## config.mk

```make
export PLATFORM = sky130hd
export DESIGN_NAME = pc_unit
export DESIGN_NICKNAME = d
export VERILOG_FILES = /design/src/rtl/pc_unit.sv
export SDC_FILE = /design/constraint.sdc
export NUM_CORES = 1
export LEC_CHECK = 0
export BUFFER_PORTS_ARGS = -buffer_cell sky130_fd_sc_hd__buf_2
export CAP_MARGIN = 20
export CORE_ASPECT_RATIO = 1.1
export CORE_MARGIN = 4
export CORE_UTILIZATION = 62
export CTS_BUF_LIST = sky130_fd_sc_hd__clkbuf_2 sky130_fd_sc_hd__clkbuf_4 sky130_fd_sc_hd__clkbuf_8
export DETAILED_ROUTE_END_ITERATION = 16
export GPL_TIMING_DRIVEN = 1
export PLACE_DENSITY_LB_ADDON = 0.3
export SYNTH_ARGS = -nofsm -noshare
export SYNTH_HDL_FRONTEND = slang
export SYNTH_SLANG_ARGS = --single-unit
```

## constraint.sdc

```tcl
create_clock -name clk -period 3.8 [get_ports clk]
set_input_delay 0.57 -clock clk [delete_from_list [all_inputs] [get_ports clk]]
set_output_delay 0.57 -clock clk [all_outputs]
set_load 0.05 [all_outputs]
```

## src/rtl/pc_unit.sv

```systemverilog
// Program-counter unit for the fetch stage.
// Holds the fetch PC, advances it by INC every cycle and applies flush,
// stall, halt, branch, call and return requests in fixed priority order.
// Call/return targets live in a small circular return-address stack; a push
// into a full stack overwrites the oldest entry.
module pc_unit #(
    parameter int unsigned WIDTH     = 16,
    parameter logic [WIDTH-1:0] RESET_VEC = '0,
    parameter int unsigned INC       = 2,
    parameter int unsigned RAS_DEPTH = 4
) (
    input  logic             clk,
    input  logic             rst_n,
    input  logic             stall,
    input  logic             flush_en,
    input  logic [WIDTH-1:0] flush_target,
    input  logic             branch_en,
    input  logic [WIDTH-1:0] branch_target,
    input  logic             call_en,
    input  logic             ret_en,
    input  logic             halt,
    output logic [WIDTH-1:0] pc,
    output logic [WIDTH-1:0] pc_plus,
    output logic             pc_valid,
    output logic             halted,
    output logic             ras_empty,
    output logic             ras_full,
    output logic             ras_ovf,
    output logic             ras_unf
);

    localparam int unsigned PW = $clog2(RAS_DEPTH);
    localparam int unsigned CW = $clog2(RAS_DEPTH + 1);
    localparam logic [CW-1:0] FULL_COUNT = CW'(RAS_DEPTH);

    typedef enum logic [1:0] {
        ST_BOOT   = 2'd0,
        ST_RUN    = 2'd1,
        ST_HALTED = 2'd2
    } state_t;

    state_t           r_state;
    state_t           w_state_next;
    logic [WIDTH-1:0] r_pc;
    logic [WIDTH-1:0] w_pc_next;
    logic [WIDTH-1:0] w_pc_plus;

    // Stack storage: r_top indexes the newest entry, r_count how many are live.
    logic [WIDTH-1:0] r_ras [RAS_DEPTH];
    logic [PW-1:0]    r_top;
    logic [CW-1:0]    r_count;
    logic             r_ovf;
    logic             r_unf;

    logic             w_push;
    logic             w_pop;
    logic             w_unf_set;
    logic             w_empty;
    logic             w_full;
    logic [PW-1:0]    w_push_ptr;

    assign w_pc_plus  = r_pc + WIDTH'(INC);
    assign w_empty    = (r_count == '0);
    assign w_full     = (r_count == FULL_COUNT);
    // Power-of-two depth makes the pointer wrap naturally.
    assign w_push_ptr = r_top + PW'(1);

    // State register.
    always_ff @(posedge clk or negedge rst_n) begin
        if (!rst_n) begin
            r_state <= ST_BOOT;
        end else begin
            r_state <= w_state_next;
        end
    end

    // Next-state: BOOT always moves to RUN; a halt only takes effect when
    // neither a flush nor a stall outranks it; HALTED is terminal.
    always_comb begin
        w_state_next = r_state;
        case (r_state)
            ST_BOOT:   w_state_next = ST_RUN;
            ST_RUN:    if (halt && !flush_en && !stall) w_state_next = ST_HALTED;
            ST_HALTED: w_state_next = ST_HALTED;
            default:   w_state_next = ST_BOOT;
        endcase
    end

    // Output decode from the current state.
    always_comb begin
        pc_valid = 1'b0;
        halted   = 1'b0;
        case (r_state)
            ST_RUN:    pc_valid = 1'b1;
            ST_HALTED: halted   = 1'b1;
            default: ;
        endcase
    end

    // Next-PC selection and stack requests, highest priority first.
    always_comb begin
        w_pc_next = r_pc;
        w_push    = 1'b0;
        w_pop     = 1'b0;
        w_unf_set = 1'b0;
        if (r_state == ST_RUN) begin
            if (flush_en) begin
                w_pc_next = flush_target;
            end else if (stall || halt) begin
                w_pc_next = r_pc;
            end else if (branch_en) begin
                // A return paired with a branch is dropped; call needs branch.
                w_pc_next = branch_target;
                w_push    = call_en;
            end else if (ret_en) begin
                if (!w_empty) begin
                    w_pc_next = r_ras[r_top];
                    w_pop     = 1'b1;
                end else begin
                    w_pc_next = w_pc_plus;
                    w_unf_set = 1'b1;
                end
            end else begin
                w_pc_next = w_pc_plus;
            end
        end
    end

    // PC register.
    always_ff @(posedge clk or negedge rst_n) begin
        if (!rst_n) begin
            r_pc <= RESET_VEC;
        end else begin
            r_pc <= w_pc_next;
        end
    end

    // Stack pointer, occupancy and sticky error flags.
    always_ff @(posedge clk or negedge rst_n) begin
        if (!rst_n) begin
            r_top   <= '0;
            r_count <= '0;
            r_ovf   <= 1'b0;
            r_unf   <= 1'b0;
        end else begin
            if (w_push) begin
                r_top <= w_push_ptr;
                if (w_full) begin
                    r_ovf <= 1'b1;
                end else begin
                    r_count <= r_count + CW'(1);
                end
            end else if (w_pop) begin
                r_top   <= r_top - PW'(1);
                r_count <= r_count - CW'(1);
            end
            if (w_unf_set) begin
                r_unf <= 1'b1;
            end
        end
    end

    // Stack contents need no reset: occupancy alone says what is valid.
    always_ff @(posedge clk) begin
        if (w_push) begin
            r_ras[w_push_ptr] <= w_pc_plus;
        end
    end

    assign pc        = r_pc;
    assign pc_plus   = w_pc_plus;
    assign ras_empty = w_empty;
    assign ras_full  = w_full;
    assign ras_ovf   = r_ovf;
    assign ras_unf   = r_unf;

endmodule
```

==> results of run 1 <==
[metal layers]
metal / up-vias / track usage (%) / part of all wire [%]
met2: 179 / 43.5 / 50
met5: - / 0 / 0
met3: 23 / 3.84 / 9.1
met1: 1532 / 37.2 / 39
met4: 0 / 13.2 / 2.4
li1: 1347 / - / -
[how the worst max path moves through the flow]
stage / from / end / slack (ns) / depth (start not counted)
after floorplan: pc[5]$_DFFE_PN0P_ / pc_plus[14] / 0.87 / 5
after global placement: flush_en / r_ras[0][13]$_DFFE_PP_ / 1.03 / 4
after detailed placement: flush_en / r_ras[0][11]$_DFFE_PP_ / 0.90 / 4
after CTS: pc[7]$_DFFE_PN0P_ / pc_plus[14] / 0.84 / 5
after global routing: pc[1]$_DFFE_PN0P_ / pc_plus[9] / 0.65 / 5
final: pc[7]$_DFFE_PN0P_ / pc_plus[14] / 0.78 / 5
[registers in the layout, summed over array words and instances (netlist names)]
register	count
r_ras	64
pc	16
r_count	3
r_state	2
r_top	2
ras_ovf	1
ras_unf	1
[cell type report]
type	count	share of cell area, %
multi-input combinational	194	32.1
timing repair buffer	81	8.56
tap	82	2.11
sequential	89	52.5
clock buffer	11	3.12
clock inverter	5	0.773
inverter	11	0.851
[synth_stat cells, types with 7 or more instances]
library cell,instances
o21ai_0,14
xnor2_1,11
ha_1,8
mux4_2,16
and3_1,7
nand2_1,15
inv_1,11
nor3_1,7
nor2_1,15
a21oi_1,11
edfxtp_1,64
dfrtp_1,25
nand3_1,11
[per-stage QoR]
step	cells	instance area [sq um]	utilization (%)	hold WS, ns	power (mW)
after global routing	473	4850	73.2	0.253	4.24
after global placement	457	4660	70.3	0.448	3.39
after detailed placement	457	4660	70.3	0.440	3.45
final	473	4850	73.2	0.209	4.06
after floorplan	312	4260	-	0.274	2.98
after CTS	473	4850	73.2	0.216	4.06
[cell families after synthesis]
family / Yosys count / synth area share [%]
XOR/XNOR: 15 / 3.09
adder cells (fa/ha/maj): 9 / 2.82
buffers and inverters: 29 / 3.53
AO/OA/AOI/OAI: 62 / 9.73
flip-flops: 89 / 59.9
AND/OR/NAND/NOR: 85 / 10.8
multiplexers: 23 / 10.1
[power groups by stage]
stage | Clock, mW | Combinational, mW | Sequential (mW)
5_1_grt | 0.672 | 2.02 | 1.55
3_5_place_dp | 0 | 1.91 | 1.54
4_1_cts | 0.626 | 1.91 | 1.52
2_1_floorplan | 0 | 1.26 | 1.73
3_3_place_gp | 0 | 1.86 | 1.53
6_report | 0.622 | 1.91 | 1.53
==> flow_summary.ini, run 1 <==
[outcome]
status = finished clean

[logic_synthesis]
yosys_register_bits = 89
syn_avg_cell_area_sq_um = 13.6
ys_types = 52
synth_edf_count = 64
synth_warnings = 0
synthArstFlopShare_pct = 28.1
yosys.area.top_type_share_pct = 45.2
synth_top_flop_cell = edfxtp_1
synth_nets = 361
synth_top_area_cell = edfxtp_1
postSynthCellCount = 312
ys_seq_area_share_pct = 59.9
ys_top_cells_by_area = edfxtp_1, dfrtp_1, mux4_2, ha_1, xnor2_1
synth_area_sq_um = 4260

[sta]
max_freq_mhz = 331
finClkSkew_ns = 0.00930
rsz0062_at_grt = no
finalHoldViolations = 0
setup_tns_ns = 0
tightest_slew_ns = 0.984
post-route-min-period_ns = 3.02
post-route-worst-setup-slack_ns = 0.783
finalSetupViolations = 0
period_share_pct = 79.4
relSlewSlack_pct = 34.4
slew_violations = 0

[floorplan]
coreArea_sq_um = 6630
start_util_pct = 64.2
die_h_microns = 94.9
die_w_microns = 87.0
dieArea_sq_um = 8250
io_pins = 78
rows = 31

[setup_path]
cp-end-kind = output pin
slowest_stage = dfrtp_1
path_cells = and4_1 -> nand4_1 -> nor2_1 -> xor2_1 -> buf_2
max_stage_delay_ns = 0.53
crit_family = simple AND/OR/NAND/NOR gates
reg2reg_from = r_state[1]$_DFFE_PN0P_
setup.worst_path.class = reg2out
ff2ff_setup_slack_ns = 1.05
cp.arrival_ns = 2.45
cp.buffers_inverters = 1
cp-start-kind = flip-flop
r2r-end = r_ras[0][3]$_DFFE_PP_
r2r_cells = 6
crit_fanout = 6
required_ns = 3.23

[final_layout]
regArea_sq_um = 2550
multiInputGateArea_sq_um = 1560
drive_gt1_share_pct = 29.9
fin_nets = 435
final_cell_mix = buf_2, edfxtp_1, dfrtp_1
areaGrowthSynthToFinish_pct = 14.1
fill_cells = 466
final_common_cell = buf_2
diodes = 0

[grt]
overflow = 0
grt_pass1_vias = 3037
grtUsageTotal_pct = 27.4
grt_max_degree = 30
grt_pass1_wl_microns = 16500
antenna_found_initial = 0

[clock_network]
cts.sinks = 89
cts_htree_levels = 3
cts_tree = yes
clkLatencyLatePin_ns = 0.37
root_buffer = clkbuf_8
cts_resized = 0
cts_buffers = 9
cts_hold_repair.buffers = 0
clkTransAtPathRegs_ns = 0.10
cts_buffer_depth = 2
post_cts_buffers = 0

[power]
p_seq_share_pct = 37.7
power_density_nw_per_um2 = 836
p_clk_share_pct = 15.3
internal-power_mw = 2.11
p_leak_nw = 1.89
switching_share_pct = 47.9
combinationalPowerShare_pct = 47.0
power.switching_mw = 1.95
peakVddDrop_mv = 0.681

[route]
drt_iter0_drc = 340
drc = 0
via_per_inst = 6.51
routed_wl_microns = 10600
drtAntennaViolNets = 0
drt_first_pass_iters = 5
vias = 3081
wl_per_cell_microns = 22.4

[job]
drv_cap = 0

[placed_design]
dp_hpwl_microns = 7320
portBuffers = 77
post-place-ws_ns = 0.900
gp_congestion = 0.882

[hold_path]
holdCritPathClass = in2async
Note: power is estimated with default switching activity, not from simulation.
==> run 2, diff against run 1 <==
--- a/config.mk
+++ b/config.mk
@@ -9,7 +9,7 @@
 export CAP_MARGIN = 20
 export CORE_ASPECT_RATIO = 1.1
 export CORE_MARGIN = 4
-export CORE_UTILIZATION = 62
+export CORE_UTILIZATION = 58
 export CTS_BUF_LIST = sky130_fd_sc_hd__clkbuf_2 sky130_fd_sc_hd__clkbuf_4 sky130_fd_sc_hd__clkbuf_8
 export DETAILED_ROUTE_END_ITERATION = 16
 export GPL_TIMING_DRIVEN = 1
==> constraint.sdc (replaced) <==
create_clock -name clk -period 3.1 [get_ports clk]
set_input_delay 0.465 -clock clk [delete_from_list [all_inputs] [get_ports clk]]
set_output_delay 0.465 -clock clk [all_outputs]
set_load 0.05 [all_outputs]
==> run 2 against run 1 <==
  * Via count is 0.94% lower
  * Hold slack got worse by 0.11 ns
  * Sequential share of layout area down 0.47 points
  * Global-route usage fell by 2.2 points
  * Routed wire length down 3.7%
  * First-iteration DRC count is 19% lower
  * Combinational power is 26% higher
  * Cell count grew 2.1%
  * Sequential power rose by 19%
  * Clock skew hardly changed
  * Count of clock-buffer cells in the layout decreased by 2
  * Setup slack lost 0.42 ns
  * Critical path type unchanged
==> flow_summary.ini, run 2 (synthesis gave the netlist of run 1 again) <==
[clock_network]
cts.sinks = 89
root_buffer = clkbuf_8
post_cts_buffers = 0
cts_resized = 0
cts_tree = yes
clkLatencyLatePin_ns = 0.36
cts_buffers = 9
cts_buffer_depth = 2
cts_hold_repair.buffers = 0
clkTransAtPathRegs_ns = 0.09
cts_htree_levels = 3

[final_layout]
top_register = r_ras
diodes = 0
final_common_cell = buf_2
areaGrowthSynthToFinish_pct = 15.1
drive_gt1_share_pct = 31.2
fill_cells = 527
largest_reg_flops = 64
final_cell_mix = buf_2, edfxtp_1, dfrtp_1
fin_nets = 442

[grt]
overflow = 0
antenna_found_initial = 0
grt_max_degree = 29
grtUsageTotal_pct = 25.1
grt_pass1_vias = 3098
grt_pass1_wl_microns = 16200

[job]
drv_cap = 0

[sta]
rsz0062_at_grt = no
finalSetupViolations = 0
relSlewSlack_pct = 58.4
post-route-min-period_ns = 2.73
finClkSkew_ns = 0.00941
slew_violations = 0
holdWs_ns = 0.104
tightest_slew_ns = 0.623
max_freq_mhz = 366
period_share_pct = 88.2
finalHoldViolations = 0
setup_tns_ns = 0

[placed_design]
gp_congestion = 0.912
portBuffers = 77
dp_hpwl_microns = 7210

[floorplan]
start_util_pct = 60.0
die_w_microns = 89.7
rows = 32
dieArea_sq_um = 8770
die_h_microns = 97.8
coreArea_sq_um = 7090
io_pins = 78

[route]
vias = 3052
drc = 0
drt_iter0_drc = 275
drtAntennaViolNets = 0
via_per_inst = 6.32
drt_first_pass_iters = 5
wl_per_cell_microns = 21.1
routed_wl_microns = 10200

[setup_path]
crit_fanout = 8
cp.buffers_inverters = 1
max_stage_delay_ns = 0.51
ff2ff_setup_slack_ns = 0.67
cp-end-kind = output pin
r2r_cells = 7
r2r-end = r_count[1]$_DFFE_PN0P_
setup.worst_path.class = reg2out
cp.arrival_ns = 2.27
path_cells = and4_1 -> nand4_1 -> nor2_1 -> xor2_1 -> buf_2
required_ns = 2.63
cp-start-kind = flip-flop
reg2reg_from = r_state[1]$_DFFE_PN0P_
slowest_stage = dfrtp_1
crit_family = simple AND/OR/NAND/NOR gates

[power]
p_leak_nw = 1.91
internal-power_mw = 2.57
power_density_nw_per_um2 = 1010
p_clk_share_pct = 14.5
power.switching_mw = 2.36
combinationalPowerShare_pct = 48.7
p_seq_share_pct = 36.9
switching_share_pct = 47.9
peakVddDrop_mv = 0.849

[outcome]
status = finished clean

[hold_path]
holdCritPathClass = in2async
run 2: cell count changes in the layout (fill, tap and decap cells not counted), sizes merged:
cell	previous run	this run
buf	81	88
clkinvlp	1	3
clkbuf	11	9
run 2: power by group through the flow:
stage	clock network (mW)	registers [mW]	logic (mW)
detailed placement	0	1.84	2.40
floorplan	0	2.12	1.54
CTS	0.729	1.81	2.41
global placement	0	1.83	2.35
global route	0.785	1.85	2.57
finish	0.715	1.82	2.40
run 2: worst max path at each step:
stage | startpoint | end | slack (ns) | cells after the start
floorplan | pc[5]$_DFFE_PN0P_ | pc_plus[14] | 0.27 | 5
global placement | flush_en | r_count[1]$_DFFE_PN0P_ | 0.80 | 6
detailed placement | flush_en | r_count[1]$_DFFE_PN0P_ | 0.65 | 6
CTS | pc[5]$_DFFE_PN0P_ | pc_plus[14] | 0.37 | 5
global route | pc[5]$_DFFE_PN0P_ | pc_plus[14] | 0.15 | 5
finish | pc[5]$_DFFE_PN0P_ | pc_plus[14] | 0.37 | 5
run 2: area by class of cell:
cell class | instances | area (sq um) | share of cell area (%)
inverters | 11 | 41.3 | 0.843
multi-input cells | 194 | 1560 | 31.8
clock inverters | 7 | 52.6 | 1.07
repair buffers | 88 | 468 | 9.56
clock buffers | 9 | 124 | 2.53
flip-flops and latches | 89 | 2550 | 52.0
well taps | 85 | 106 | 2.17
run 2: metrics by stage:
stage | setup slack, ns | area [sq um] | utilization, % | power (mW) | instances
after floorplan | 0.270 | 4260 | - | 3.66 | 312
after global placement | 0.799 | 4720 | 66.6 | 4.18 | 467
after detailed placement | 0.649 | 4720 | 66.6 | 4.24 | 467
after CTS | 0.372 | 4900 | 69.1 | 4.96 | 483
after global routing | 0.152 | 4900 | 69.1 | 5.20 | 483
final | 0.367 | 4900 | 69.1 | 4.93 | 483
run 2: metal layers:
| layer | up-vias | GRT usage, % | part of all wire (%) |
|---|---|---|---|
| li1 | 1360 | - | - |
| met1 | 1518 | 34.3 | 40 |
| met2 | 150 | 38.5 | 50 |
| met3 | 24 | 5.82 | 7.8 |
| met4 | 0 | 10.9 | 2.7 |
| met5 | - | 0 | 0 |
